### src/rtl/uart_tx_arbiter_if.sv
// Requester byte streams plus the uart_tx send/busy handshake for the shared-serializer arbiter.
// Latency: none, this only bundles wires.
// Backpressure: req_ready per requester; tx_busy from the serializer throttles every send.
interface uart_tx_arbiter_if #(
   parameter int N = 4
);
   logic [N-1:0]   req_valid;
   logic [8*N-1:0] req_data;
   logic [N-1:0]   req_last;
   logic [N-1:0]   req_ready;
   logic           tx_send;
   logic [7:0]     tx_data;
   logic           tx_busy;
   logic [N-1:0]   grant;
   logic           err;

   // Environment side: requesters and the uart_tx serializer.
   modport master (
      output req_valid, req_data, req_last, tx_busy,
      input  req_ready, tx_send, tx_data, grant, err
   );

   // Arbiter side.
   modport slave (
      input  req_valid, req_data, req_last, tx_busy,
      output req_ready, tx_send, tx_data, grant, err
   );
endinterface

### src/rtl/uart_tx_arbiter.sv
// Shares one uart_tx among N requesters; round-robin grant held for a whole packet.
// Latency: valid in IDLE -> grant/ready next cycle -> tx_send the cycle after; next send 2 cycles after busy falls.
// Backpressure: only the owner sees req_ready, and only in FETCH with tx_busy low; a stalled owner keeps the grant.
module uart_tx_arbiter #(
   parameter int N         = 4,
   parameter int MAX_BURST = 0,
   parameter int TIMEOUT   = 15
) (
   input logic              clk,
   input logic              rst_n,
   uart_tx_arbiter_if.slave bus
);
   localparam int         IW = (N > 1) ? $clog2(N) : 1;
   localparam int         BW = (MAX_BURST < 1) ? 1 : $clog2(MAX_BURST + 1);
   localparam logic [7:0] TO = 8'(TIMEOUT);

   typedef enum logic [2:0] {IDLE, FETCH, PULSE, WAIT_HI, WAIT_LO} state_t;

   state_t        state, state_nx;
   logic [N-1:0]  grant_q;
   logic [IW-1:0] gidx;
   logic [IW-1:0] last_owner;
   logic [BW-1:0] bcnt;
   logic [7:0]    tcnt;
   logic [7:0]    tx_data_q;
   logic          last_q;

   logic          pick_found;
   logic [IW-1:0] pick_idx;
   logic [N-1:0]  pick_oh;
   logic          sel_vld;
   logic          sel_last;
   logic [7:0]    sel_dat;
   logic [N-1:0]  ready_c;
   logic          send_c;
   logic          err_c;
   logic          accept;
   logic          done;
   logic          release_now;

   // Round-robin pick: nearest valid requester after last_owner, distance 1..N with wrap.
   always_comb begin
      pick_found = 1'b0;
      pick_idx   = '0;
      pick_oh    = '0;
      for (int d = 1; d <= N; d++) begin
         for (int j = 0; j < N; j++) begin
            if (!pick_found && bus.req_valid[j] && (((int'(last_owner) + d) % N) == j)) begin
               pick_found = 1'b1;
               pick_idx   = IW'(j);
               pick_oh[j] = 1'b1;
            end
         end
      end
   end

   // Mux the owner's byte stream using the one-hot grant.
   always_comb begin
      sel_vld  = 1'b0;
      sel_last = 1'b0;
      sel_dat  = '0;
      for (int i = 0; i < N; i++) begin
         if (grant_q[i]) begin
            sel_vld  = bus.req_valid[i];
            sel_last = bus.req_last[i];
            sel_dat  = bus.req_data[8*i +: 8];
         end
      end
   end

   // Release after the last byte of a packet, or when the burst limit is reached.
   assign release_now = last_q || ((MAX_BURST != 0) && (int'(bcnt) == MAX_BURST));

   // FSM state register.
   always_ff @(posedge clk) begin
      if (!rst_n) state <= IDLE;
      else        state <= state_nx;
   end

   // Next state and strobes; a timeout falls through to the same release decision as busy falling.
   always_comb begin
      state_nx = state;
      ready_c  = '0;
      send_c   = 1'b0;
      err_c    = 1'b0;
      accept   = 1'b0;
      done     = 1'b0;
      case (state)
         IDLE:    if (pick_found) state_nx = FETCH;
         FETCH: begin
            ready_c = grant_q & {N{!bus.tx_busy}};
            if (sel_vld && !bus.tx_busy) begin
               accept   = 1'b1;
               state_nx = PULSE;
            end
         end
         PULSE: begin
            send_c   = 1'b1;
            state_nx = WAIT_HI;
         end
         WAIT_HI: begin
            if (bus.tx_busy) begin
               state_nx = WAIT_LO;
            end else if (tcnt == TO) begin
               err_c = 1'b1;
               done  = 1'b1;
            end
         end
         WAIT_LO: if (!bus.tx_busy) done = 1'b1;
         default: state_nx = IDLE;
      endcase
      if (done) state_nx = release_now ? IDLE : FETCH;
   end

   // Ownership, byte latch, burst and busy-rise counters.
   always_ff @(posedge clk) begin
      if (!rst_n) begin
         grant_q    <= '0;
         gidx       <= '0;
         last_owner <= IW'(N - 1);
         bcnt       <= '0;
         tcnt       <= '0;
         tx_data_q  <= '0;
         last_q     <= 1'b0;
      end else begin
         if (state == IDLE && pick_found) begin
            grant_q <= pick_oh;
            gidx    <= pick_idx;
         end
         if (accept) begin
            tx_data_q <= sel_dat;
            last_q    <= sel_last;
            if (bcnt != {BW{1'b1}}) bcnt <= bcnt + 1'b1;
         end
         if (state == PULSE) tcnt <= '0;
         else if (state == WAIT_HI && tcnt != 8'hFF) tcnt <= tcnt + 8'd1;
         if (done && release_now) begin
            grant_q    <= '0;
            last_owner <= gidx;
            bcnt       <= '0;
         end
      end
   end

   assign bus.req_ready = rst_n ? ready_c : '0;
   assign bus.tx_send   = rst_n & send_c;
   assign bus.err       = rst_n & err_c;
   assign bus.tx_data   = tx_data_q;
   assign bus.grant     = grant_q;
endmodule

### src/flat_wrapper.sv
// flat-port wrapper written by rule: the top's interface ports become plain ports
module uart_tx_arbiter_flat 
#(
   parameter int N         = 4,
   parameter int MAX_BURST = 0,
   parameter int TIMEOUT   = 15
)
  (clk, rst_n, bus_req_valid, bus_req_data, bus_req_last, bus_tx_busy, bus_req_ready, bus_tx_send, bus_tx_data, bus_grant, bus_err);
  uart_tx_arbiter_if #(.N(N)) bus_i ();
  input logic clk;
  input logic rst_n;
  input wire logic [$bits(bus_i.req_valid)-1:0] bus_req_valid;
  input wire logic [$bits(bus_i.req_data)-1:0] bus_req_data;
  input wire logic [$bits(bus_i.req_last)-1:0] bus_req_last;
  input wire logic [$bits(bus_i.tx_busy)-1:0] bus_tx_busy;
  output wire logic [$bits(bus_i.req_ready)-1:0] bus_req_ready;
  output wire logic [$bits(bus_i.tx_send)-1:0] bus_tx_send;
  output wire logic [$bits(bus_i.tx_data)-1:0] bus_tx_data;
  output wire logic [$bits(bus_i.grant)-1:0] bus_grant;
  output wire logic [$bits(bus_i.err)-1:0] bus_err;
  assign bus_i.req_valid = bus_req_valid;
  assign bus_i.req_data = bus_req_data;
  assign bus_i.req_last = bus_req_last;
  assign bus_i.tx_busy = bus_tx_busy;
  assign bus_req_ready = bus_i.req_ready;
  assign bus_tx_send = bus_i.tx_send;
  assign bus_tx_data = bus_i.tx_data;
  assign bus_grant = bus_i.grant;
  assign bus_err = bus_i.err;
  uart_tx_arbiter #(.N(N), .MAX_BURST(MAX_BURST), .TIMEOUT(TIMEOUT)) u_core (.clk(clk), .rst_n(rst_n), .bus(bus_i));
endmodule
### config.mk
export PLATFORM = sky130hd
export DESIGN_NAME = uart_tx_arbiter_flat
export DESIGN_NICKNAME = d
export VERILOG_FILES = /design/src/rtl/uart_tx_arbiter_if.sv /design/src/rtl/uart_tx_arbiter.sv /design/src/flat_wrapper.sv
export SDC_FILE = /design/constraint.sdc
export NUM_CORES = 1
export LEC_CHECK = 0
export ABC_AREA = 1
export CORE_AREA = 3 3 68 70
export CTS_CLUSTER_SIZE = 10
export DETAILED_ROUTE_END_ITERATION = 8
export DIE_AREA = 0 0 71 73
export PLACE_DENSITY = 0.78
export SYNTH_ARGS = -nofsm -noshare
export SYNTH_HDL_FRONTEND = slang
export SYNTH_SLANG_ARGS = --single-unit
### constraint.sdc
create_clock -name clk -period 2.7 [get_ports clk]
set_input_delay 0.405 -clock clk [delete_from_list [all_inputs] [get_ports clk]]
set_output_delay 0.405 -clock clk [all_outputs]
set_load 0.005 [all_outputs]
# Yosys cells after proc, flatten, opt, wreduce, memory -nomap -nowiden
# Index checks and enable logic that the tools add are counted.
# totals
register_bits	28
input_bits	43
out_inout_bits	18
wordCells	179
# classes
addsub	5
eq_ne	22
mux	74
bitwise	8
reduce_logical	63
# ops
operator	n
32-bit logical NOT	4
1-bit 2-to-1 mux	48
1-bit logical AND	35
8-bit 2-to-1 mux	4
2-bit 2-to-1 mux	14
3-bit == test, second input constant	9
3-bit by 2-bit == test with 1-bit output, second input constant	6
1-bit logical NOT	16
3-bit one-hot mux with 5 select lines	1
3-bit 2-to-1 mux	4
2-bit OR reduction	6
8-bit by 1-bit adder with 8-bit output, second input constant	1
8-bit by 4-bit == test with 1-bit output, second input constant	1
4-bit 2-to-1 mux	2
8-bit != test, second input constant	1
3-bit by 1-bit != test with 1-bit output, second input constant	2
2-bit by 1-bit adder with 2-bit output, second input constant	2
2-bit adder, second input constant	2
1-bit bitwise AND, first input constant	4
4-bit bitwise AND	1
4-bit AND reduction	1
3-bit by 1-bit == test with 1-bit output, second input constant	1
3-bit logical NOT	1
3-bit by 2-bit != test with 1-bit output, second input constant	1
4 further kinds	5

# Logic depth before layout (Yosys ltp)
# Gate-level depths: netlist of the first run.
# depth
depth_word	69
mapped_depth	17
depth_no_buf	16

# Least setup slack after synthesis of the first run
# Ideal clock, no wire load.
# synth_path
path_kind	input port to flip-flop
from	in bus_req_valid[3]
to	reg u_core.grant_q[1], in the netlist u_core.bus.grant[1]
setup_ns	0.113
arrival_time_ns	1.820
required_ns	2.587
setup_slack_ns	0.767
cell_stages	14
path_buffers	0
path_cell_list	inv_1 nor3_1 nor2_2 nand4_2 nor2_4 nand4_4 nor2_4 nand3_2 nor2_2 nand2_2 nand2_4 inv_4 o21ai_1 nor2_1
# synth_between
elab_chain_cells	52
word_cells_on_any_way	55
classes_between	mux: 16; reduce/logical: 39
# synth_rtl
element	line_no	source
start: declaration	flat_wrapper.sv:12	input wire logic [$bits(bus_i.req_valid)-1:0] bus_req_valid;
1-bit logical AND (2 in series)	uart_tx_arbiter.sv:48	if (!pick_found && bus.req_valid[j] && (((int'(last_owner) + d) % N) == j)) begin
1-bit 2-to-1 mux	uart_tx_arbiter.sv:48	
1-bit logical NOT	uart_tx_arbiter.sv:48	
1-bit logical AND (2 in series)	uart_tx_arbiter.sv:48	
1-bit 2-to-1 mux	uart_tx_arbiter.sv:48	
1-bit logical NOT	uart_tx_arbiter.sv:48	
1-bit logical AND (2 in series)	uart_tx_arbiter.sv:48	
1-bit 2-to-1 mux	uart_tx_arbiter.sv:48	
[31 not listed]	--	
1-bit 2-to-1 mux	uart_tx_arbiter.sv:48	
1-bit logical NOT	uart_tx_arbiter.sv:48	
1-bit logical AND (2 in series)	uart_tx_arbiter.sv:48	
1-bit 2-to-1 mux	uart_tx_arbiter.sv:48	
1-bit logical NOT	uart_tx_arbiter.sv:48	
1-bit logical AND (2 in series)	uart_tx_arbiter.sv:48	
1-bit 2-to-1 mux	uart_tx_arbiter.sv:48	
1-bit logical AND	uart_tx_arbiter.sv:126	if (state == IDLE && pick_found) begin
end signal: assignment	uart_tx_arbiter.sv:127	grant_q <= pick_oh;
end: declaration	uart_tx_arbiter.sv:20	logic [N-1:0] grant_q;
# Parallel ways exist; a longest one is shown, timed or not.
# A chain may end at the register's enable or synchronous reset.

# Final worst setup path of the first run
# layout_path
from	reg u_core.state[0]
to	out bus_err
# layout_between
elab_chain_cells	3
# layout_rtl
element	line_no	source
start: declaration	uart_tx_arbiter.sv:19	state_t state, state_nx;
start signal: assignment	uart_tx_arbiter.sv:77	else state <= state_nx;
3-bit by 2-bit == test with 1-bit output	uart_tx_arbiter.sv:88	case (state)
1-bit 2-to-1 mux	uart_tx_arbiter.sv:88	
1-bit bitwise AND	uart_tx_arbiter.sv:147	assign bus.err = rst_n & err_c;
end: declaration	flat_wrapper.sv:20	output wire logic [$bits(bus_i.err)-1:0] bus_err;
# Every way passes these cells.

==> results of run 1 <==
[report_power, final]
part	internal, uW	switching (uW)
Clock	131	122
Sequential	444	41.5
Combinational	208	240
Total	783	403
[sequential cells by signal, indices dropped and copies added (netlist names)]
name and flops:
u_core.tcnt 8, u_core.gidx 2, u_core.bus.tx_data 8, u_core.state 3, u_core.last_owner 2, u_core.last_q 1
u_core.bus.grant 4
[synthesized netlist by cell type, drive strengths merged]
cell      n  area [sq um]
nor2     42         177.7
or2       2         12.51
clkinv    1         3.750
o211ai    3         22.52
xor2      2         17.52
a21oi    29         145.1
nor3b     2         15.01
dfxtp    28         560.5
nor3     14         70.07
ha        1         12.51
a221oi    1         8.760
nand3    22         120.1
o31ai     2         15.01
clkbuf    7         26.28
o21ai    21         105.1
inv      34         130.1
nand2    61         241.5
nand3b    1         7.510
buf       1         11.26
nand4     8         71.32
o2111ai  10         87.58
[routing by layer]
layer	up-vias	part of all wire, %	wire, um	GRT usage (%)
li1	1120	-	-	-
met1	967	47	2474	26.62
met2	53	47	2495	34.81
met3	4	4.9	258	2.755
met4	0	0.83	44	5.219
met5	-	0	0	0
[layout make-up]
class / instances / area (sq um) / area share [%]
Tap cell: 50 / 62.56 / 2.390
Timing Repair Buffer: 70 / 675.6 / 25.81
Sequential cell: 28 / 560.5 / 21.41
Inverter: 35 / 133.9 / 5.115
Clock buffer: 4 / 55.05 / 2.103
Multi-Input combinational cell: 221 / 1130 / 43.16
[metrics by stage]
stage / worst slack [ns] / hold WS, ns / instance area (sq um) / power [uW] / instances
2_1_floorplan: 0.7667 / 0.4294 / 1862 / 745.8 / 292
3_5_place_dp: 0.1475 / 0.4502 / 2562 / 941.9 / 404
3_3_place_gp: 0.2203 / 0.4465 / 2562 / 935.4 / 404
4_1_cts: 0.2969 / 0.4633 / 2618 / 1196 / 408
5_1_grt: 0.1535 / 0.4901 / 2618 / 1265 / 408
6_report: 0.3139 / 0.4630 / 2618 / 1186 / 408
[logic make-up after synthesis]
logic type,count (synthesis)
AOI/OAI and AO/OA,66
xor gates and xnor gates,2
adders and majority gates,1
buffers and inverters,43
DFF,28
and+or+nand+nor,152
[how the worst max path moves through the flow]
stage / from / to
floorplan: bus_req_valid[3] / u_core.bus.grant[1]
global placement: bus_req_valid[0] / u_core.bus.grant[2]
detailed placement: bus_req_valid[0] / u_core.bus.grant[2]
CTS: u_core.tcnt[0] / bus_err
global route: u_core.state[0] / bus_err
finish: u_core.state[0] / bus_err
[placed cells by master, fill, tap and decap left out, types with 2 or more instances in the layout]
master           synthesis  routed
clkdlybuf4s50_1          0      60
nand2_1                 58      58
nor2_1                  38      38
inv_1                   32      32
a21oi_1                 29      29
dfxtp_1                 28      28
nand3_1                 20      20
o21ai_0                 19      19
nor3_1                  14      14
o2111ai_1               10      10
buf_4                    0      10
nand4_1                  6       6
clkbuf_8                 0       4
o211ai_1                 3       3
nor3b_1                  2       2
or2_2                    2       2
nand3_2                  2       2
nor2_2                   2       2
nor2_4                   2       2
nand2_2                  2       2
o21ai_1                  2       2
o31ai_1                  2       2
xor2_1                   2       2
[critical path, cell delays in order (launching register included)]
cell and delay [ns]:
dfxtp_1 0.37, inv_1 0.07, nor3_1 0.38, nand2_1 0.10, nor2_1 0.12, inv_1 0.06, nor2_1 0.10, clkdlybuf4s50_1 0.51
==> results_dict.tcl, run 1 <==
set metrics [dict create \
    hold_path_class "reg -> reg" \
    startpoint_type "register" \
    n_antenna_cell 0 \
    dr.pass1.iters 4 \
    die-area_sq_mm 0.005183 \
    grt_overflow_total 0 \
    synth_xor_area_share_pct 0.9409 \
    reg2reg_depth 15 \
    fp.dieW_um 71 \
    synthesis.nets 336 \
    netlist-cell-type-count 31 \
    synth-compound-area-share_pct 20.63 \
    coreArea_sq_mm 0.004029 \
    final_hold_viol_count 0 \
    detail_route.drc_violations 0 \
    crit_fanout 4 \
    finClkSkew_ns 0.002658 \
    status "finished, final reports clean" \
    num_rows 23 \
    first_iter_violations 150 \
    synthMuxAreaShare_pct 0 \
    detail-route-antenna-nets 0 \
    ys_seq_elements 28 \
    cts.sinks 28 \
    crit_required_ns 2.30 \
    cts_hold_buf 0 \
    r2r_setup_slack_ns 0.47 \
    htree_levels 1 \
    leakagePower_uw 0.001028 \
    timing.slew.headroom_pct 67.25 \
    synth_top_family_by_area "simple AND/OR/NAND/NOR gates" \
    grt_usage_pct 20.20 \
    drv_cap 0 \
    hold_depth 2 \
    dieHeight_um 73 \
    yosysSeqAreaShare_pct 30.11 \
    postCtsResizedCells 0 \
    synth-simple-area-share_pct 38.44 \
    path_class "reg -> out" \
    peakVddDrop_v 0.0003372 \
    utilization_pct 64.97 \
    clockRootBuffer "clkbuf_8" \
    routabilityCongestion 0.7883 \
    avgSynthCellArea_sq_um 6.376 \
    crit_path_end_kind "output port" \
    wl_um 5272 \
    synth_adder_area_share_pct 0.6720 \
    antenna_found_initial 0 \
    grt_pass1_wl_um 8542 \
    dpl.hpwl_um 4246 \
    drive_gt1_share_pct 8.101 \
    rsz0062_at_grt "no" \
    power_density_mw_per_mm2 453.2 \
    ios 61 \
    cts_tree "done" \
    cts_buffers 3 \
    nets 403 \
    vias_per_cell 5.255 \
    min-delay-start "u_core.last_q" \
    cts_setup_buffers 0 \
    grt_max_degree 18 \
    clock_latency_ns 0.27 \
    grt_pass1_vias 1930 \
    path_clk_slew_ns 0.09 \
    start_util_pct 46.21 \
    syn_inst 292 \
    cts_max_path_buffers 2 \
    hold_path_end "u_core.last_q" \
    worstMarginPinSlew_ns 0.4906 \
    fin_crit_ns 2.386 \
    slew_viol_final 0 \
    ys.warnings.count 0 \
    wl_per_cell_um 12.92 \
    syn_to_final_growth_pct 40.59 \
    nFillCells 391 \
    r2r-end "u_core.bus.grant[2]" \
    max_freq_ghz 0.4191 \
    vias 2144 \
    numPortBuffers 60 \
    syn-cell-area_sq_mm 0.001862 \
    r2r-start "u_core.last_owner[0]" \
    setup_tns_ns 0 \
    fin_crit_sh_pct 88.37 \
    crit_arrival_ns 1.98 \
    setup_viol_count_final 0 \
]
No activity file was read; power rests on OpenSTA's default activity.
==> run 2: changes to the inputs <==
- ABC_AREA: 1 -> unset
- CORE_AREA: 3 3 68 70 -> 3 3 66 68
- DIE_AREA: 0 0 71 73 -> 0 0 69 71
==> run 2 against run 1 <==
Against the previous run: non-clock buffer count down 2; cell area down 7.6%; wire length fell by 14%; via count decreased by 13%; final cell count down 19%; register-to-register slack improved by 0.20 ns; sequential power shrank 4.7%; synthesized area shrank 9.2%; setup slack got worse by 0.13 ns; clock-buffer cell count unchanged; global-route usage fell by 2.5 points; clock skew rose by 0.0045 ns.
==> results_dict.tcl, run 2 <==
set metrics [dict create \
    p_switching_uw 244.9 \
    final_hold_viol_count 0 \
    vias_per_cell 5.617 \
    num_rows 23 \
    wl_um 4518 \
    synthesis.nets 267 \
    dieHeight_um 71 \
    rsz0062_at_grt "no" \
    place_area_sq_mm 0.002357 \
    cts_setup_buffers 0 \
    p_sw_share_pct 26.22 \
    synth_adder_area_share_pct 0.7402 \
    numPortBuffers 60 \
    coreArea_sq_mm 0.003914 \
    synth-simple-area-share_pct 22.58 \
    route.met3.wl_um 263 \
    clock_latency_ns 0.27 \
    setup_viol_count_final 0 \
    grt_pass1_vias 1636 \
    drv_cap 0 \
    seq_area_sq_um 560.5 \
    netlist.area_leader.share_pct 33.16 \
    vias 1865 \
    start_util_pct 43.19 \
    detail_route.drc_violations 0 \
    max_freq_ghz 0.3973 \
    die-area_sq_mm 0.004899 \
    slew_viol_final 0 \
    layout_common_cells "clkdlybuf4s50_1 (60), a21oi_1 (36), dfxtp_1 (28), nand2_1 (19), o21ai_0 (16)" \
    nets 327 \
    detail-route-antenna-nets 0 \
    hold_slack_ns 0.5286 \
    grt_overflow_total 0 \
    htree_levels 1 \
    startpoint_type "primary input" \
    cts_hold_buf 0 \
    leakagePower_uw 0.0008567 \
    multiInputGateArea_sq_mm 0.001023 \
    netlist-cell-type-count 46 \
    cts_max_path_buffers 2 \
    synth_top_area_cell "dfxtp_1" \
    n_antenna_cell 0 \
    dpl.hpwl_um 3426 \
    synth_common_cells "a21oi_1 (36), dfxtp_1 (28), nand2_1 (19), o21ai_0 (16), inv_1 (15)" \
    fp.dieW_um 69 \
    power_density_mw_per_mm2 386.3 \
    peakVddDrop_v 0.0002220 \
    syn_to_final_growth_pct 43.08 \
    syn_inst 223 \
    clockRootBuffer "clkbuf_8" \
    power_frac_seq_pct 49.6 \
    path_class "in -> out" \
    synth_top_family_by_area "compound AO/OA/AOI/OAI gates" \
    avgSynthCellArea_sq_um 7.580 \
    internal_power_uw 689.4 \
    worstMarginPinSlew_ns 0.7524 \
    wl_per_cell_um 13.61 \
    crit_required_ns 2.30 \
    fin_crit_sh_pct 93.22 \
    first_iter_violations 98 \
    drive_gt1_share_pct 6.738 \
    synthMuxAreaShare_pct 2.369 \
    ios 61 \
    dr.pass1.iters 4 \
    synth_xor_area_share_pct 1.036 \
    final_area_sq_mm 0.002419 \
    combPwrFrac_pct 23.0 \
    cts_buffers 3 \
    routabilityCongestion 0.7989 \
    ys.warnings.count 0 \
    nFillCells 369 \
    synthTopCellsByArea "dfxtp_1 (33%), a21oi_1 (11%), a211oi_1 (5.3%)" \
    crit_fanout 3 \
    top_layer "met4" \
    setup_tns_ns 0 \
    antenna_found_initial 0 \
    synth_edf_count 0 \
    cts.sinks 28 \
    synth-compound-area-share_pct 33.46 \
    grt_max_degree 25 \
    status "finished, final reports clean" \
    hold_path_class "reg -> reg" \
    crit_arrival_ns 2.11 \
    yosysSeqAreaShare_pct 33.16 \
    final_common_cell "clkdlybuf4s50_1" \
    timing.slew.headroom_pct 49.77 \
    synth.most_common_cell "a21oi_1" \
    synthFlopType "dfxtp_1" \
    syn-cell-area_sq_mm 0.001690 \
    pwr-share-clk_pct 27.4 \
    crit_path_end_kind "output port" \
    finClkSkew_ns 0.007132 \
    drt-met1-wl_um 2156 \
    cts_tree "done" \
    fin_crit_ns 2.517 \
    grt_usage_pct 17.69 \
    grt_pass1_wl_um 7355 \
    met2_length_um 2045 \
    path_clk_slew_ns 0.09 \
    async_flop_share_pct 0 \
    ys_seq_elements 28 \
]
==> run 2: worst paths after layout <==
| kind | slack (ns) | end | from | depth (start not counted) |
|---|---|---|---|---|
| max | 0.18 | bus_err | bus_tx_busy | 5 |
| min | 0.53 | u_core.bus.tx_data[4] | u_core.bus.tx_data[4] | 2 |
| max reg2reg | 0.67 | u_core.last_q | u_core.bus.grant[1] | 4 |
| min reg2reg | 0.53 | u_core.bus.tx_data[4] | u_core.bus.tx_data[4] | 2 |
==> run 2: final cells by class <==
class | instances | share of cell area (%)
clock buffers | 4 | 2.276
inverters | 15 | 2.328
multi-input cells | 167 | 42.32
flip-flops and latches | 28 | 23.18
well taps | 50 | 2.587
repair buffers | 68 | 27.32
==> run 2: per-layer routing <==
layer / GRT usage [%] / vias to the layer above
li1: - / 948
met1: 23.91 / 851
met2: 28.92 / 62
met3: 2.983 / 4
met4: 5.423 / 0
met5: 0 / -
==> run 2: critical path, stage by stage <==
cell,delay (ns)
clkdlybuf4s50_1,0.44
or4_1,0.42
nor4_2,0.18
and2_1,0.17
clkdlybuf4s50_1,0.49
==> run 2: stage by stage <==
| step | power [uW] | setup slack [ns] | instances | util (%) |
|---|---|---|---|---|
| CTS | 933.9 | 0.1087 | 332 | 61.64 |
| detailed placement | 685.8 | 0.1259 | 328 | 60.23 |
| global route | 979.9 | 0.07206 | 332 | 61.80 |
| floorplan | 570.4 | 1.022 | 223 | - |
| global placement | 682.8 | 0.1823 | 328 | 60.23 |
| finish | 934.3 | 0.1831 | 332 | 61.80 |
==> run 2: repair_timing <==
action | 4_1_cts | 5_1_grt
gates resized for setup | 0 | 1
hold endpoints to repair | 0 | 0
endpoints found under the setup margin | 0 | 1
==> run 2: cells by family after synthesis <==
family / Yosys count
compound gates: 91
xor+xnor: 2
fa+ha+maj: 1
buf+inv: 28
flops: 28
mux: 4
simple gates: 69
==> run 2: power by group through the flow <==
stage | logic (uW) | registers, uW | clock network [uW]
floorplan | 117 | 453 | 0
global placement | 211 | 472 | 0
detailed placement | 214 | 472 | 0
CTS | 215 | 462 | 256
global route | 237 | 467 | 276
finish | 215 | 463 | 256
